--- src/rtl/pinball_pkg.sv ---
// Shared types and default constants for the pinball ball-serve logic.
package pinball_pkg;

   typedef enum logic [2:0] {
      IDLE,
      READY,
      PLAY,
      LOST,
      OVER
   } serve_state_t;

   localparam int LIFE_W                 = 4;
   localparam int DEF_INIT_LIFE          = 3;
   localparam int DEF_MAX_LIFE           = 9;
   localparam int DEF_RESPAWN_FRAMES     = 60;
   localparam int DEF_AUTO_LAUNCH_FRAMES = 300;

   function automatic int maxInt(input int a, input int b);
      return (a > b) ? a : b;
   endfunction

endpackage

--- src/rtl/frame_timer.sv ---
// Frame-tick counter: clear beats load beats count; terminal flags a match
// against the caller-supplied terminal value.
module frame_timer #(
   parameter int W = 9
) (
   input  logic         clk,
   input  logic         resetN,
   input  logic         clear,
   input  logic         load,
   input  logic [W-1:0] loadValue,
   input  logic         countUp,
   input  logic         countDown,
   input  logic [W-1:0] termValue,
   output logic         terminal
);

   logic [W-1:0] count_q, count_d;

   always_comb begin
      count_d = count_q;
      if (clear)
         count_d = '0;
      else if (load)
         count_d = loadValue;
      else if (countUp)
         count_d = count_q + W'(1);
      else if (countDown && (count_q != '0))
         count_d = count_q - W'(1);
   end

   always_ff @(posedge clk or negedge resetN) begin
      if (!resetN)
         count_q <= '0;
      else
         count_q <= count_d;
   end

   assign terminal = (count_q == termValue);

endmodule

--- src/rtl/ball_serve_controller.sv ---
// Ball life-cycle sequencer: serve, launch, play, respawn and game over.
// Optional bonus lives are enabled with `define BONUS_LIFE_EN.
module ball_serve_controller
   import pinball_pkg::*;
#(
   parameter int INIT_LIFE          = DEF_INIT_LIFE,
   parameter int MAX_LIFE           = DEF_MAX_LIFE,
   parameter int RESPAWN_FRAMES     = DEF_RESPAWN_FRAMES,
   parameter int AUTO_LAUNCH_FRAMES = DEF_AUTO_LAUNCH_FRAMES
) (
   input  logic              clk,
   input  logic              resetN,
   input  logic              start,
   input  logic              startOfFrame,
   input  logic              launchKeyIsPressed,
   input  logic              ballLost,
   input  logic              scoreMilestone,
   output logic [LIFE_W-1:0] life,
   output logic              ballVisible,
   output logic              ballOnPlunger,
   output logic              launchPulse,
   output logic              respawnActive
);

   localparam int CNT_W = $clog2(maxInt(RESPAWN_FRAMES, AUTO_LAUNCH_FRAMES) + 1);
   localparam logic [CNT_W-1:0]  AUTO_TERM = CNT_W'(AUTO_LAUNCH_FRAMES - 1);
   localparam logic [CNT_W-1:0]  RESP_LOAD = CNT_W'(RESPAWN_FRAMES);
   localparam logic [CNT_W-1:0]  RESP_TERM = CNT_W'(1);
   localparam logic [LIFE_W-1:0] LIFE_INIT = LIFE_W'(INIT_LIFE);
   localparam logic [LIFE_W-1:0] LIFE_CEIL = LIFE_W'(MAX_LIFE);

   serve_state_t      state_q, state_d;
   logic [LIFE_W-1:0] life_q, life_d, lifeBonus, lifeLess;
   logic              visible_q, plunger_q, launch_q, respawn_q;
   logic              keyArmed_q, keyArmed_d;
   logic              launching, milestone, timerTerminal;
   logic              timerClear, timerLoad, timerUp, timerDown;

`ifdef BONUS_LIFE_EN
   assign milestone = scoreMilestone;
   assign lifeBonus = (scoreMilestone && (life_q < LIFE_CEIL)) ? life_q + LIFE_W'(1) : life_q;
`else
   logic unusedBonus;
   assign unusedBonus = &{scoreMilestone, LIFE_CEIL};
   assign milestone   = 1'b0;
   assign lifeBonus   = life_q;
`endif

   assign lifeLess = (life_q == '0) ? '0 : life_q - LIFE_W'(1);

   // Next-state and life decode; start low wins over everything else.
   always_comb begin
      state_d   = state_q;
      life_d    = life_q;
      launching = 1'b0;
      case (state_q)
         IDLE: if (start) state_d = READY;
         READY: begin
            life_d = lifeBonus;
            if ((launchKeyIsPressed && keyArmed_q) || (startOfFrame && timerTerminal)) begin
               state_d   = PLAY;
               launching = 1'b1;
            end
         end
         PLAY: begin
            if (ballLost && !milestone) begin
               life_d  = lifeLess;
               state_d = (lifeLess != '0) ? LOST : OVER;
            end else if (!ballLost) begin
               life_d = lifeBonus;
            end
         end
         LOST: begin
            life_d = lifeBonus;
            if (startOfFrame && timerTerminal) state_d = READY;
         end
         OVER:    life_d = '0;
         default: state_d = IDLE;
      endcase
      if (!start) begin
         state_d   = IDLE;
         life_d    = LIFE_INIT;
         launching = 1'b0;
      end
   end

   // A launch disarms the key until it has been seen released again.
   assign keyArmed_d = !launchKeyIsPressed ? 1'b1 : (keyArmed_q && !launching);

   assign timerLoad  = (state_d != state_q) && (state_d == LOST);
   assign timerClear = ((state_d != state_q) && (state_d != LOST)) || (state_q == IDLE);
   assign timerUp    = (state_q == READY) && startOfFrame;
   assign timerDown  = (state_q == LOST) && startOfFrame;

   frame_timer #(.W(CNT_W)) u_frame_timer (
      .clk       (clk),
      .resetN    (resetN),
      .clear     (timerClear),
      .load      (timerLoad),
      .loadValue (RESP_LOAD),
      .countUp   (timerUp),
      .countDown (timerDown),
      .termValue ((state_q == LOST) ? RESP_TERM : AUTO_TERM),
      .terminal  (timerTerminal)
   );

   // Outputs are registered from the next state so they line up with it.
   always_ff @(posedge clk or negedge resetN) begin
      if (!resetN) begin
         state_q    <= IDLE;
         life_q     <= LIFE_INIT;
         visible_q  <= 1'b0;
         plunger_q  <= 1'b0;
         launch_q   <= 1'b0;
         respawn_q  <= 1'b0;
         keyArmed_q <= 1'b0;
      end else begin
         state_q    <= state_d;
         life_q     <= life_d;
         visible_q  <= (state_d == READY) || (state_d == PLAY);
         plunger_q  <= (state_d == READY);
         launch_q   <= launching;
         respawn_q  <= (state_d == LOST);
         keyArmed_q <= keyArmed_d;
      end
   end

   assign life          = life_q;
   assign ballVisible   = visible_q;
   assign ballOnPlunger = plunger_q;
   assign launchPulse   = launch_q;
   assign respawnActive = respawn_q;

endmodule
--- config.mk ---
export PLATFORM = sky130hd
export DESIGN_NAME = ball_serve_controller
export DESIGN_NICKNAME = d
export VERILOG_FILES = /design/src/rtl/pinball_pkg.sv /design/src/rtl/frame_timer.sv /design/src/rtl/ball_serve_controller.sv
export SDC_FILE = /design/constraint.sdc
export NUM_CORES = 1
export LEC_CHECK = 0
export ABC_AREA = 1
export BUFFER_PORTS_ARGS = -buffer_cell sky130_fd_sc_hd__buf_2
export CORE_MARGIN = 5
export CORE_UTILIZATION = 25
export CTS_BUF_LIST = sky130_fd_sc_hd__clkbuf_16
export DETAILED_ROUTE_END_ITERATION = 8
export PLACE_DENSITY = 0.51
export SLEW_MARGIN = 20
export SYNTH_ARGS = -nofsm -noshare
export SYNTH_HDL_FRONTEND = slang
export SYNTH_SLANG_ARGS = --single-unit
--- constraint.sdc ---
create_clock -name clk -period 2.4 [get_ports clk]
set_input_delay 0 -clock clk [delete_from_list [all_inputs] [get_ports clk]]
set_output_delay 0 -clock clk [all_outputs]
set_load 0.02 [all_outputs]
Word-level counts from Yosys, hierarchy flattened
Index checks and enable logic that the tools add are counted.
{ "word_totals": {"ff_bits": 21, "word_cells": 60} }
{ "op_classes": {"add_sub_neg": 3, "eq_ne": 12, "mux": 19, "n_reduce_logical": 18} }
{ "op_table": {"columns": ["op", "count"], "rows": [
  ["two-way mux 9 bit", 5],
  ["two-way mux 3 bit", 5],
  ["case mux 3 bit (5 select lines)", 1],
  ["equality test 3 x 2 -> 1 bit (second input constant)", 4],
  ["two-way mux 4 bit", 3],
  ["adder 9 x 1 -> 9 bit (second input constant)", 1],
  ["equality test 9 bit", 1],
  ["nonzero test 9 bit", 1],
  ["subtractor 9 x 1 -> 9 bit (second input constant)", 1],
  ["logical AND 1 bit", 8],
  ["case mux 4 bit (2 select lines)", 1],
  ["nonzero test 4 bit", 2],
  ["equality test 3 x 1 -> 1 bit (second input constant)", 2],
  ["zero test 4 bit", 1],
  ["two-way mux 1 bit", 4],
  ["subtractor 4 x 1 -> 4 bit (second input constant)", 1],
  ["equality test 3 bit (second input constant)", 1],
  ["zero test 3 bit", 1],
  ["logical OR 1 bit", 3],
  ["!= test 3 x 1 -> 1 bit (second input constant)", 1],
  ["!= test 3 x 2 -> 1 bit (second input constant)", 1],
  ["!= test 3 bit", 1],
  ["!= test 3 bit (second input constant)", 1],
  ["AND reduction 2 bit", 1],
  ["zero test 1 bit", 1]
]} }

Longest topological paths before layout
{ "depth": {"ltp_word": 12, "mapped_depth": 16} }

By module
Synthesis repeated with hierarchy kept, for this count alone.
{ "hier_totals": {"cells_unflattened": 269, "hier_area_um2": 1783.0} }
{ "by_module_without_submodules": {"columns": ["module", "n_inst", "cells_each", "area_per_inst_um2", "seq_area_each_um2"], "rows": [
  ["frame_timer", 1, 166, 1027.2, 225.2],
  ["ball_serve_controller", 1, 103, 755.7, 302.8]
]} }

Worst setup path before layout
OpenSTA, ideal clock, no wires.
{ "synth_path": {"kind": "register to register", "from": "register state_q[2]", "to": "register u_frame_timer.count_q[7]", "setup_time_ns": 0.118, "arrival_ns": 2.221, "t_required_ns": 2.282, "slack_ns": 0.060, "path_stages_with_launch": 16, "path_buffers": 0, "period_less_slack_ns": 2.340, "cell_sequence": "dfrtp_1 inv_2 nand2_1 nor2_1 nand2_1 ha_1 nand3_1 nand2_1 a21oi_1 o21ai_0 a21oi_1 nor2_1 nor2_1 xnor2_1 nand2_1 nand2_1"} }
{ "synth_via": {"elab_chain_len": 12, "word_cells_on_any_way": 27, "cone_classes": "eq/ne: 8; mux: 9; reduce/logical: 10"} }
{ "synth_rtl": {"columns": ["item", "line", "rtl"], "rows": [
  ["start: declaration", "ball_serve_controller.sv:32", "serve_state_t state_q, state_d;"],
  ["start signal: assignment", "ball_serve_controller.sv:118", "state_q <= state_d;"],
  ["equality test 3 x 2 -> 1 bit", "ball_serve_controller.sv:56, ball_serve_controller.sv:93, ball_serve_controller.sv:103", null],
  ["two-way mux 9 bit", "ball_serve_controller.sv:103", ".termValue ((state_q == LOST) ? RESP_TERM : AUTO_TERM),"],
  ["equality test 9 bit", "frame_timer.sv:38", "assign terminal = (count_q == termValue);"],
  ["logical AND 1 bit", "ball_serve_controller.sv:60, ball_serve_controller.sv:75", null],
  ["logical OR 1 bit", "ball_serve_controller.sv:60", "if ((launchKeyIsPressed && keyArmed_q) || (startOfFrame && timerTerminal)) begin"],
  ["two-way mux 3 bit", "ball_serve_controller.sv:60", null],
  ["case mux 3 bit (5 select lines)", "ball_serve_controller.sv:56", "case (state_q)"],
  ["two-way mux 3 bit", "ball_serve_controller.sv:80", "if (!start) begin"],
  ["!= test 3 bit (tied with other cells)", "ball_serve_controller.sv:90, ball_serve_controller.sv:91", null],
  ["logical AND 1 bit (on tied branches)", "ball_serve_controller.sv:90, ball_serve_controller.sv:91", null],
  ["two-way mux 9 bit or logical OR 1 bit (tied branches)", "frame_timer.sv:23, ball_serve_controller.sv:91", null],
  ["two-way mux 9 bit or nonzero test 4 bit (tied branches)", null, null],
  ["end signal: assignment", "frame_timer.sv:35", "count_q <= count_d;"],
  ["end: declaration", "frame_timer.sv:17", "logic [W-1:0] count_q, count_d;"]
]} }
Parallel ways exist; a longest one is shown, timed or not.
A chain may end at the register's enable or synchronous reset.

Final worst setup path
Same ends and word-level chain as after synthesis.

==> impl_results.md <==
- Post-Layout Cell Count: around 290
- Antenna Violating Nets Remaining: 0
- Finished Cell Area: 0.00178 sq mm
- Dpl cell area: ~0.0017 sq mm
- Slew Viols, Final: 0
- FP Rows: 27
- CP cell instances: inv_2 -> nand2_1 -> nor2_2 -> nand2_2 -> buf_4 -> ha_1 -> inv_1 -> o21ai_1 -> a21oi_1 -> nor2_1 -> nor2_1 -> xnor2_1 -> nand2_1 -> nand2_1
- Largest net degree at the start of global routing: 22
- Reg2Reg Launch Point: state_q[2]
- Area Growth Syn to Fin: 22.2%
- Finished Core Util: 0.320
- Ratio of total power to cell area: slightly below 900 mW/mm^2
- CP most frequent cell: nand2_1
- Post-Route Setup TNS: 0 ns
- Initial Util: 0.262
- Drt pass-1 iters: 4
- Filler cell count in the final layout: approximately 600
- Hold EP: respawnActive
- Slew @ Worst Pin: just under 0.6 ns
- Worst VDD drop: between 0.2 and 0.3 mV
- Die ar.: between 0.007 and 0.008 sq mm
- Post-Syn Area per Cell: about 7.5 sq um
- Worst Hold Class: input port to register
- Post-synth EDFFs: 0
- GPL Wtd Cong: 0.754
- Leakage: 0.913 nW
- Synth top area cells: dfrtp_1 (33%), nand2_1 (11%), ha_1 (6.0%), nor2_1 (5.9%), inv_1 (5.7%)
- Syn Inst Count: 195
- Post-synth net total: 210
- FF-to-FF path depth: 14
- CTS tree: yes
- # nets final: 236
- Antenna diodes: 0
- Total CTS buffers: 3
- Vias in the first global route: between 1000 and 1500
- Most used DFF post-synth: dfrtp_1
- Layout cells sized above 1: 0.209
- Relative slew slack: 0.605
- CTS root buffer: clkbuf_16
- CTS Sinks: 21
- GR Util All Layers: 0.100
- Clk slew on worst S/H paths: 0.06 ns
- Routed WL: about 3.3 mm
- Crit path capture type: register
- Postcts setup bufs: 0
- Synth Warn #: 0
- Drt drc: 0
- Initial DRC Count: 78
- Critical Path AT: 2.30 ns
- Chip height: 86.4 microns
- Worst clock skew: around 0.004 ns
- Routed len/inst: 11.4 microns
- FF+latch count, synth: 21
- Hold Fails Final Rpt: 0
- Inst Count DP: 286
- Count leader, synth: nand2_1
- Worst reg2reg setup slack: roughly 0.25 ns
- Crit Path Category: register to register
- Synthesized area: about 0.0015 sq mm
- Max Freq: approximately 460 MHz
- Hpwl dp: 2.65 mm
- Min-delay src: start
- Clock Latency Late Sink: ~0.26 ns
- Worst hold stages: 3
- Top cell type's share of synthesized area: 0.326
- Crit path required time: around 2.6 ns
- Area leader, netlist: dfrtp_1
- Drt via density: 4.49
- Terminus of the critical flop-to-flop path: u_frame_timer.count_q[7]
- Final setup violation count: 0
- Vias post-DR: roughly 1300
- Worst Path Buf+Inv: 3
- H-Tree Depth: 1
- Die W: 86.4 microns
- RSZ-0062 raised after global routing: true
- First-pass GRT wire length: between 5 and 6 mm
- Status: complete, no violations
- Core area: 0.00557 sq mm
- Seq/Total Area, Yosys: 0.362
- Buffers added on ports: 13
- Max incr delay on CP: roughly 0.39 ns
- Unique masters post-synth: 33
- Slowest-stage cell, CP: dfrtp_1
- Num ports: 15
- Initial antenna violation count: 0
- Post-layout min period: ~2.2 ns
- Top post-synthesis cells by count: nand2_1 (42), nor2_1 (23), inv_1 (22)
- Max-cap check violation count: 0
- CP Max Fanout: 5
- Asr flop ratio synth: 1.00
- Clk buf depth: 2
- Crit path launch type: register
- Grt ovf: 0
- Final Cycle Share: 0.898
- Worst path top cell family by delay: simple AND/OR/NAND/NOR gates
-- how the worst max path moves through the flow --
stage               startpoint                  endpoint  cells past startpoint
global placement    state_q[2]  u_frame_timer.count_q[7]                     15
CTS                 state_q[2]  u_frame_timer.count_q[7]                     15
global route        state_q[2]  u_frame_timer.count_q[6]                     14
floorplan           state_q[2]  u_frame_timer.count_q[7]                     15
detailed placement  state_q[2]  u_frame_timer.count_q[7]                     15
finish              state_q[2]  u_frame_timer.count_q[7]                     14
-- registers in the layout, summed over array words and instances (netlist names) --
register               count
u_frame_timer.count_q      9
life                       4
state_q                    3
ballOnPlunger              1
ballVisible                1
keyArmed_q                 1
launchPulse                1
respawnActive              1
-- cell families after synthesis --
group	count (synthesis)	share of synthesized area
flip-flops	21	0.362
adder cells (fa/ha/maj)	8	0.0738
AND/OR/NAND/NOR	100	0.312
XOR/XNOR	10	0.0601
AO/OA/AOI/OAI	26	0.107
buffers and inverters	30	0.0850
-- worst min-delay path, cell delays in order --
cell and delay (ns):
buf_2 0.14, nand2_2 0.11, nor2_1 0.06
-- layout make-up --
type	instances	area [sq um]	share of cell area
sequential	21	528	0.296
clock inverter	1	3.75	0.00211
inverter	28	108	0.0604
timing repair buffer	23	145	0.0815
multi-input combinational	144	832	0.467
tap	72	90.1	0.0506
clock buffer	3	75.1	0.0421
-- placed cells by master, fill, tap and decap left out, types with 4 or more instances in the layout --
master,n
inv_2,4
o21ai_0,6
nand3_1,13
nand2_1,41
a21oi_1,10
ha_1,6
inv_1,23
dfrtp_1,19
xor2_1,7
nand2_2,4
buf_2,13
buf_4,8
nand4_1,10
nor2_1,22
-- metrics by stage --
stage / worst slack (ns) / power (mW) / hold slack [ns]
floorplan: 0.0603 / 1.01 / -0.296
global placement: 0.143 / 1.18 / -0.00778
detailed placement: 0.0860 / 1.18 / -0.00850
CTS: 0.0602 / 1.54 / 0.0987
global route: -0.0259 / 1.72 / 0.120
finish: 0.246 / 1.57 / 0.104
-- power by group --
| group | switching (mW) | internal [mW] |
|---|---|---|
| clock | 0.127 | 0.222 |
| combinational | 0.439 | 0.319 |
| sequential | 0.0487 | 0.410 |
-- per-layer routing --
layer,global-route usage,part of all wire
met5,0,0
met4,0.0297,0.0090
met3,0.0228,0.022
met2,0.173,0.47
met1,0.124,0.50
-- repair_timing --
action,4_1_cts,5_1_grt
setup endpoints to repair,0,3
hold buffers,2,0
hold endpoints to repair,20,0
resized for setup,0,7
Power figures use the tool's default switching activity.
